`config.mk`:
```
export PLATFORM = sky130hd
export DESIGN_NAME = btb_ctrl
export DESIGN_NICKNAME = d
export VERILOG_FILES = /design/src/rtl/btb_pkg.sv /design/src/rtl/btb_upd_fifo.sv /design/src/rtl/btb_ctrl.sv
export SDC_FILE = /design/constraint.sdc
export NUM_CORES = 1
export LEC_CHECK = 0
export ABC_AREA = 0
export ABC_CLOCK_PERIOD_IN_PS = 10500
export BUFFER_PORTS_ARGS = -buffer_cell sky130_fd_sc_hd__buf_2
export CAP_MARGIN = 20
export CORE_MARGIN = 2
export CORE_UTILIZATION = 50
export CTS_BUF_LIST = sky130_fd_sc_hd__clkbuf_8
export DETAILED_ROUTE_END_ITERATION = 10
export PLACE_DENSITY = 0.78
export SLEW_MARGIN = 25
export SYNTH_ARGS = -nofsm -noshare
export SYNTH_HDL_FRONTEND = slang
export SYNTH_SLANG_ARGS = --single-unit
```
`constraint.sdc`:
```
create_clock -name i_clk -period 10.5 [get_ports i_clk]
set_clock_uncertainty 0.15 [all_clocks]
set_input_delay 2.1 -clock i_clk [delete_from_list [all_inputs] [get_ports i_clk]]
set_output_delay 2.1 -clock i_clk [all_outputs]
set_load 0.01 [all_outputs]
```
`src/rtl/btb_pkg.sv`:
```
`default_nettype none
// ============================================================================
//  Module      : btb_pkg
//  Description : Shared types and constants for the BTB controller slice:
//                index/tag width defaults, entry field positions, 2-bit
//                counter encodings, controller FSM states, the update-FIFO
//                entry layout and the saturating counter helper.
//                When BTB_STATS_EN is defined, the FIFO entry also carries
//                an allocation flag so writes can be classified.
//  Revision    : 1.0 - initial release
// ============================================================================
package btb_pkg;

    localparam int BTB_IDX_W      = 10;
    localparam int BTB_TAG_W      = 20;
    localparam int BTB_FIFO_DEPTH = 2;

    // Entry layout: [54:53] counter, [52] valid, [51:32] tag, [31:0] target
    localparam int CNT_HI = 54;
    localparam int CNT_LO = 53;
    localparam int VALID  = 52;
    localparam int TAG_HI = 51;
    localparam int TAG_LO = 32;

    typedef enum logic [1:0] {
        CNT_SNT = 2'b00,
        CNT_WNT = 2'b01,
        CNT_WT  = 2'b10,
        CNT_ST  = 2'b11
    } cnt_e;

    typedef enum logic [1:0] {
        S_INIT  = 2'b00,
        S_RUN   = 2'b01,
        S_FLUSH = 2'b10
    } state_e;

    typedef struct packed {
        logic [31:0] pc;
        logic [31:0] target;
        cnt_e        cnt;
`ifdef BTB_STATS_EN
        logic        alloc;
`endif
    } upd_entry_t;

    // Next counter value for a resolved branch. Misses allocate weakly-taken.
    function automatic cnt_e cnt_next(input logic hit, input logic taken, input cnt_e cnt);
        cnt_e res;
        if (!hit) begin
            res = CNT_WT;
        end else if (taken) begin
            res = (cnt == CNT_ST) ? CNT_ST : cnt_e'(cnt + 2'd1);
        end else begin
            res = (cnt == CNT_SNT) ? CNT_SNT : cnt_e'(cnt - 2'd1);
        end
        return res;
    endfunction

endpackage
`default_nettype wire

```
`src/rtl/btb_upd_fifo.sv`:
```
`default_nettype none
// ============================================================================
//  Module      : btb_upd_fifo
//  Description : Small synchronous FIFO holding pending BTB update entries.
//                Pointer-based with an extra wrap bit; clear has priority
//                over push and pop. Push when full / pop when empty are
//                ignored.
//  Ports       : i_clk, i_rst_n (async active-low), i_clear, i_push, i_pop,
//                i_data (entry in), o_data (head entry), o_full, o_empty
//  Revision    : 1.0 - initial release
// ============================================================================
module btb_upd_fifo
    import btb_pkg::*;
#(
    parameter int DEPTH = BTB_FIFO_DEPTH
) (
    input  logic       i_clk,
    input  logic       i_rst_n,
    input  logic       i_clear,
    input  logic       i_push,
    input  logic       i_pop,
    input  upd_entry_t i_data,
    output upd_entry_t o_data,
    output logic       o_full,
    output logic       o_empty
);

    localparam int               c_PTR_W   = $clog2(DEPTH);
    localparam logic [c_PTR_W:0] c_PTR_ONE = 1;

    upd_entry_t         r_mem [DEPTH];
    logic [c_PTR_W:0]   r_wr_ptr;
    logic [c_PTR_W:0]   r_rd_ptr;
    logic               w_do_push;
    logic               w_do_pop;

    assign o_empty   = (r_wr_ptr == r_rd_ptr);
    assign o_full    = (r_wr_ptr[c_PTR_W] != r_rd_ptr[c_PTR_W]) &&
                       (r_wr_ptr[c_PTR_W-1:0] == r_rd_ptr[c_PTR_W-1:0]);
    assign o_data    = r_mem[r_rd_ptr[c_PTR_W-1:0]];
    assign w_do_push = i_push && !o_full && !i_clear;
    assign w_do_pop  = i_pop && !o_empty && !i_clear;

    always_ff @(posedge i_clk or negedge i_rst_n) begin
        if (!i_rst_n) begin
            r_wr_ptr <= '0;
            r_rd_ptr <= '0;
        end else if (i_clear) begin
            r_wr_ptr <= '0;
            r_rd_ptr <= '0;
        end else begin
            if (w_do_push) begin
                r_wr_ptr <= r_wr_ptr + c_PTR_ONE;
            end
            if (w_do_pop) begin
                r_rd_ptr <= r_rd_ptr + c_PTR_ONE;
            end
        end
    end

    // Storage needs no reset: contents are only visible through valid pointers.
    always_ff @(posedge i_clk) begin
        if (w_do_push) begin
            r_mem[r_wr_ptr[c_PTR_W-1:0]] <= i_data;
        end
    end

endmodule
`default_nettype wire

```
`src/rtl/btb_ctrl.sv`:
```
`default_nettype none
// ============================================================================
//  Module      : btb_ctrl
//  Description : Owner of the single address/write port of the branch target
//                buffer. Sweeps the array to zero after reset and on
//                invalidate-all, buffers resolved-branch updates from EX and
//                writes them back (counter update or new allocation), stealing
//                the port from fetch only when fetch is already held or the
//                buffer is full.
//  Ports       : i_clk, i_rst_n (async active-low)
//                i_fetch_pc, i_fe_hold, i_flush_all
//                i_upd_valid/pc/target/taken/hit/cnt -> o_upd_ready
//                o_btb_addr, o_btb_wren, o_btb_data (to BTB array)
//                o_fetch_stall, o_busy
//                o_stat_alloc/upd/steal (only with BTB_STATS_EN defined)
//  Options     : BTB_STATS_EN - adds free-running write statistics counters.
//  Revision    : 1.0 - initial release
// ============================================================================
module btb_ctrl
    import btb_pkg::*;
#(
    parameter int IDX_W      = BTB_IDX_W,
    parameter int TAG_W      = BTB_TAG_W,
    parameter int FIFO_DEPTH = BTB_FIFO_DEPTH
) (
    input  logic        i_clk,
    input  logic        i_rst_n,
    input  logic [31:0] i_fetch_pc,
    input  logic        i_fe_hold,
    input  logic        i_flush_all,
    input  logic        i_upd_valid,
    input  logic [31:0] i_upd_pc,
    input  logic [31:0] i_upd_target,
    input  logic        i_upd_taken,
    input  logic        i_upd_hit,
    input  logic [1:0]  i_upd_cnt,
    output logic        o_upd_ready,
    output logic [31:0] o_btb_addr,
    output logic        o_btb_wren,
    output logic [54:0] o_btb_data,
    output logic        o_fetch_stall,
    output logic        o_busy
`ifdef BTB_STATS_EN
    ,
    output logic [31:0] o_stat_alloc,
    output logic [31:0] o_stat_upd,
    output logic [31:0] o_stat_steal
`endif
);

    localparam logic [IDX_W-1:0] c_IDX_LAST = '1;
    localparam logic [IDX_W-1:0] c_IDX_ONE  = 1;

    state_e           r_state;
    logic [IDX_W-1:0] r_idx;

    logic             w_run;
    logic             w_fifo_full;
    logic             w_fifo_empty;
    logic             w_accept;
    logic             w_push;
    logic             w_pop;
    upd_entry_t       w_push_entry;
    upd_entry_t       w_head;
    logic [31:0]      w_sweep_addr;
    logic [54:0]      w_upd_data;

    assign w_run        = (r_state == S_RUN);
    assign o_upd_ready  = w_run && !w_fifo_full && !i_flush_all;
    assign w_accept     = i_upd_valid && o_upd_ready;
    // A not-taken miss has nothing worth allocating: accept it, store nothing.
    assign w_push       = w_accept && (i_upd_hit || i_upd_taken);
    // Write only when fetch is held anyway, or when the buffer cannot take
    // more. A flush cycle writes nothing since the sweep wipes it regardless.
    assign w_pop        = w_run && !w_fifo_empty && (i_fe_hold || w_fifo_full) && !i_flush_all;
    assign w_sweep_addr = {{(30-IDX_W){1'b0}}, r_idx, 2'b00};

    // Counter is resolved at push time so the write path is just a mux.
    always_comb begin
        w_push_entry        = '0;
        w_push_entry.pc     = i_upd_pc;
        w_push_entry.target = i_upd_target;
        w_push_entry.cnt    = cnt_next(i_upd_hit, i_upd_taken, cnt_e'(i_upd_cnt));
`ifdef BTB_STATS_EN
        w_push_entry.alloc  = !i_upd_hit;
`endif
    end

    always_comb begin
        w_upd_data                 = '0;
        w_upd_data[CNT_HI:CNT_LO]  = w_head.cnt;
        w_upd_data[VALID]          = 1'b1;
        w_upd_data[TAG_HI:TAG_LO]  = w_head.pc[31:32-TAG_W];
        w_upd_data[31:0]           = w_head.target;
    end

    btb_upd_fifo #(
        .DEPTH (FIFO_DEPTH)
    ) u_fifo (
        .i_clk   (i_clk),
        .i_rst_n (i_rst_n),
        .i_clear (i_flush_all),
        .i_push  (w_push),
        .i_pop   (w_pop),
        .i_data  (w_push_entry),
        .o_data  (w_head),
        .o_full  (w_fifo_full),
        .o_empty (w_fifo_empty)
    );

    // Sweep outputs come straight from state/index registers, so the reset
    // values (write of zero to address 0, stall, busy) appear the moment
    // reset is asserted. In S_RUN the port must pass the fetch PC through in
    // the same cycle, so that path is combinational.
    always_comb begin
        o_btb_wren    = 1'b0;
        o_btb_addr    = i_fetch_pc;
        o_btb_data    = '0;
        o_fetch_stall = 1'b0;
        o_busy        = 1'b0;
        if (!w_run) begin
            o_btb_wren    = 1'b1;
            o_btb_addr    = w_sweep_addr;
            o_fetch_stall = 1'b1;
            o_busy        = 1'b1;
        end else if (w_pop) begin
            o_btb_wren    = 1'b1;
            o_btb_addr    = w_head.pc;
            o_btb_data    = w_upd_data;
            o_fetch_stall = !i_fe_hold;
        end
    end

    always_ff @(posedge i_clk or negedge i_rst_n) begin
        if (!i_rst_n) begin
            r_state <= S_INIT;
            r_idx   <= '0;
        end else begin
            case (r_state)
                S_INIT, S_FLUSH: begin
                    if (i_flush_all) begin
                        r_idx <= '0;
                    end else if (r_idx == c_IDX_LAST) begin
                        r_idx   <= '0;
                        r_state <= S_RUN;
                    end else begin
                        r_idx <= r_idx + c_IDX_ONE;
                    end
                end
                S_RUN: begin
                    if (i_flush_all) begin
                        r_idx   <= '0;
                        r_state <= S_FLUSH;
                    end
                end
                default: begin
                    r_idx   <= '0;
                    r_state <= S_INIT;
                end
            endcase
        end
    end

`ifdef BTB_STATS_EN
    always_ff @(posedge i_clk or negedge i_rst_n) begin
        if (!i_rst_n) begin
            o_stat_alloc <= '0;
            o_stat_upd   <= '0;
            o_stat_steal <= '0;
        end else if (w_pop) begin
            if (w_head.alloc) begin
                o_stat_alloc <= o_stat_alloc + 32'd1;
            end else begin
                o_stat_upd <= o_stat_upd + 32'd1;
            end
            if (!i_fe_hold) begin
                o_stat_steal <= o_stat_steal + 32'd1;
            end
        end
    end
`endif

endmodule
`default_nettype wire

```
==> flow_summary.yaml <==
die:
  ios: 196
  starting_density_of_the_core: 0.507
  core_area_sq_um: 12500
  die_x_microns: 116
  num_rows: 41
  floorplan.die.height_microns: 116
  design.die.area_sq_um: 13600
power_and_ir_drop:
  vdd.ir_drop.worst_v: 0.0000923
  power_mw: 1.10
  power_leakage_nw: 3.22
  pwr_dens_nw_per_um2: 141
timing:
  rsz0062_at_grt: "no"
  worst_relative_slew_slack: 0.299
  timing.final.setup_violations: 0
  fin_crit_ns: 6.38
  endpoints_failing_hold: 0
  period_share: 0.608
  whs_ns: 0.364
  clock.fmax_mhz: 157
  worstMarginPinSlew_ns: 1.05
  fin_tns_setup_ns: 0
  timing.final.max_slew_violations: 0
  timing.final.ws_setup_ns: 4.12
layout:
  filler_cell_count: 962
  nNetsFinal: 735
  layout.cell_area.non_filler_sq_um: 7840
  final_util: 0.629
  drive_gt1_frac: 0.387
  layout-area-overhead-vs-synth_pct: 23.9
  final-instance-count-excl-fill: 813
  num_antenna_cells: 0
critical_path:
  endpoint_kind: "primary output"
  rr_endpoint: "u_fifo.r_mem[1][36]$_DFFE_PP_"
  crit_path_frequent_cell: "buf_2"
  reg2reg_slack_ns: 7.17
  critical_path_peak_fanout: 28
  setup.worst_path.start_class: "input port"
  critical_path_class: "input port to primary output"
  path_delay_family: "compound AO/OA/AOI/OAI gates"
  cp_slowest_cell: "mux2i_4"
  worst_r2r_startpoint: "r_state[1]$_DFFE_PN0P_"
  critical-path-max-stage-delay_ns: 0.67
  cp.arrival_ns: 4.13
  path_cells: "buf_2 > mux2i_4 > o21a_1 > buf_4 > a221oi_1 > buf_2"
  critical_path_required_ns: 8.25
  length_in_cells_of_the_worst_reg_to_reg_path: 3
  critPathBufInv: 3
yosys:
  syn_area_sq_um: 6330
  yosys.cell_count.top_type: "edfxtp_1"
  synth_commonest_cells: "edfxtp_1, mux2i_1, nor2_1"
  asyncSetResetFlopFracSynth: 0.108
  post_synth_inst_count: 437
  yosysTopAreaCell: "edfxtp_1"
  ys.warnings.count: 0
  number_of_enable_flip_flop_cells_after_synthesis: 132
  synth.lib_cells_used.distinct: 43
  ys_seq_area_frac: 0.690
  synth_seq_cells: 148
  synth_top_flop_cell: "edfxtp_1"
  synth.top_cell.area_share: 0.627
  main_area_contributors_after_synthesis: "edfxtp_1, mux2i_1, dfrtp_1"
  synth_nets: 543
  synthesis.area_per_instance_sq_um: 14.5
clocking:
  postCtsResizedCells: 0
  cts.clk_slew.worst_paths_ns: 0.08
  cts_tree: "yes"
  clock-root-buffer: "clkbuf_8"
  cts_max_level: 4
  cts_hold_buf: 0
  tritoncts_num_sinks: 148
  source_to_sink_clock_delay_at_the_later_pin_of_the_worst_skew_pair_ns: 0.43
  post-cts-setup-buffer-count: 0
  tritoncts.num_buffers: 17
  ctsLongestPathBuffers: 2
placement:
  total_placed_instance_area_sq_um: 7450
  dpl.cell_count: 782
  buffer_ports.inserted: 195
  globalplace.congestion: 0.865
  dp_slack_ns: 4.13
  hpwl_mm: 9.11
global_route:
  grt_antenna_before_repair: 0
  grt_start_max_net_pins: 70
  gr-total-overflow: 0
  first_global_vias: 4236
  wire_length_of_the_first_global_routing_pass_mm: 20.6
  grt_util_all_layers: 0.203
routing:
  route.detailed.drc: 0
  vias: 4257
  route.detailed.wl_per_inst_microns: 16.6
  drt_first_pass_iters: 4
  number_of_nets_with_antenna_violations_after_detailed_routing: 0
  finalWirelength_mm: 13.5
  detailedRoute.firstIterationViolations: 201
  viasPerCell: 5.24
hold_path:
  hold_depth: 1
  worstHoldPathType: "flop to flop"
  worstHoldEndpoint: "u_fifo.r_rd_ptr[1]$_DFFE_PN0P_"
  hold_path_startpoint: "u_fifo.r_rd_ptr[1]$_DFFE_PN0P_"
run_status:
  outcome: "finished, final reports clean"
job:
  maxCapViolations: 0
## state kept, by name, indices dropped and copies added (netlist names)
name and flops:
u_fifo.r_mem 132, r_idx 10, r_state 2, u_fifo.r_rd_ptr 2
u_fifo.r_wr_ptr 2
## final cells by class
class / count / area, sq um / share of cell area
Clock buffer: 17 / 234 / 0.0299
Timing Repair Buffer: 200 / 1020 / 0.130
Inverter: 14 / 52.6 / 0.00671
Tap cell: 172 / 215 / 0.0275
Clock inverter: 14 / 151 / 0.0193
Multi-Input combinational cell: 248 / 1800 / 0.229
Sequential cell: 148 / 4370 / 0.557
## cell families (layout without fill, tap and decap cells)
family          Yosys count  in the layout  share of synthesized area
simple gates            107            107                     0.0771
xor+xnor                  4              4                    0.00851
flops                   148            148                      0.690
compound gates           67             67                     0.0823
mux                      69             69                      0.111
buf+inv                  41            245                     0.0289
fa+ha+maj                 1              1                    0.00198
## placed cells by master (no fill, tap or decap), types with 2 or more instances in the layout
cell / n
a211oi_1: 2
and3_1: 4
nor2_1: 50
clkinv_4: 4
mux2i_1: 67
o211ai_1: 2
o21ai_1: 8
or3_1: 2
nor2b_1: 2
o21ai_0: 11
xnor2_1: 2
a21o_1: 20
inv_6: 4
nand2_1: 10
bufinv_16: 2
edfxtp_1: 132
inv_1: 12
a22o_1: 2
nand3_1: 8
a221oi_2: 9
clkinv_2: 2
clkbuf_8: 17
buf_4: 4
a21oi_1: 5
nand4_1: 3
inv_2: 2
nor3_1: 20
a31oi_1: 3
buf_2: 195
dfrtp_1: 15
## layer usage
layer,up-vias,track usage,part of all wire,wire length (microns)
li1,2030,-,-,-
met1,2035,0.236,0.39,5270
met2,170,0.346,0.51,6890
met3,22,0.0706,0.078,1050
met4,0,0.0794,0.019,261
met5,-,0,0,0
## worst max path at each step
stage / start / end / depth (start not counted)
4_1_cts: i_fe_hold / o_btb_addr[2] / 6
3_5_place_dp: i_fe_hold / o_btb_addr[2] / 6
5_1_grt: i_fe_hold / o_btb_addr[2] / 6
6_report: i_fe_hold / o_btb_addr[2] / 6
3_3_place_gp: i_fe_hold / o_btb_addr[2] / 6
2_1_floorplan: i_flush_all / u_fifo.r_mem[1][0]$_DFFE_PP_ / 3
## power by group
part,internal [mW],total [mW],switching [mW]
combinational,0.0177,0.0344,0.0167
clock,0.212,0.425,0.212
sequential,0.641,0.642,0.00132
## worst register-to-register path: cells and delay by family (launching register included)
family          cells  cell delay [ns]
flops               1             0.42
simple gates        1             0.79
compound gates      1             0.90
buf+inv             1             0.67
Power figures use the tool's default switching activity.
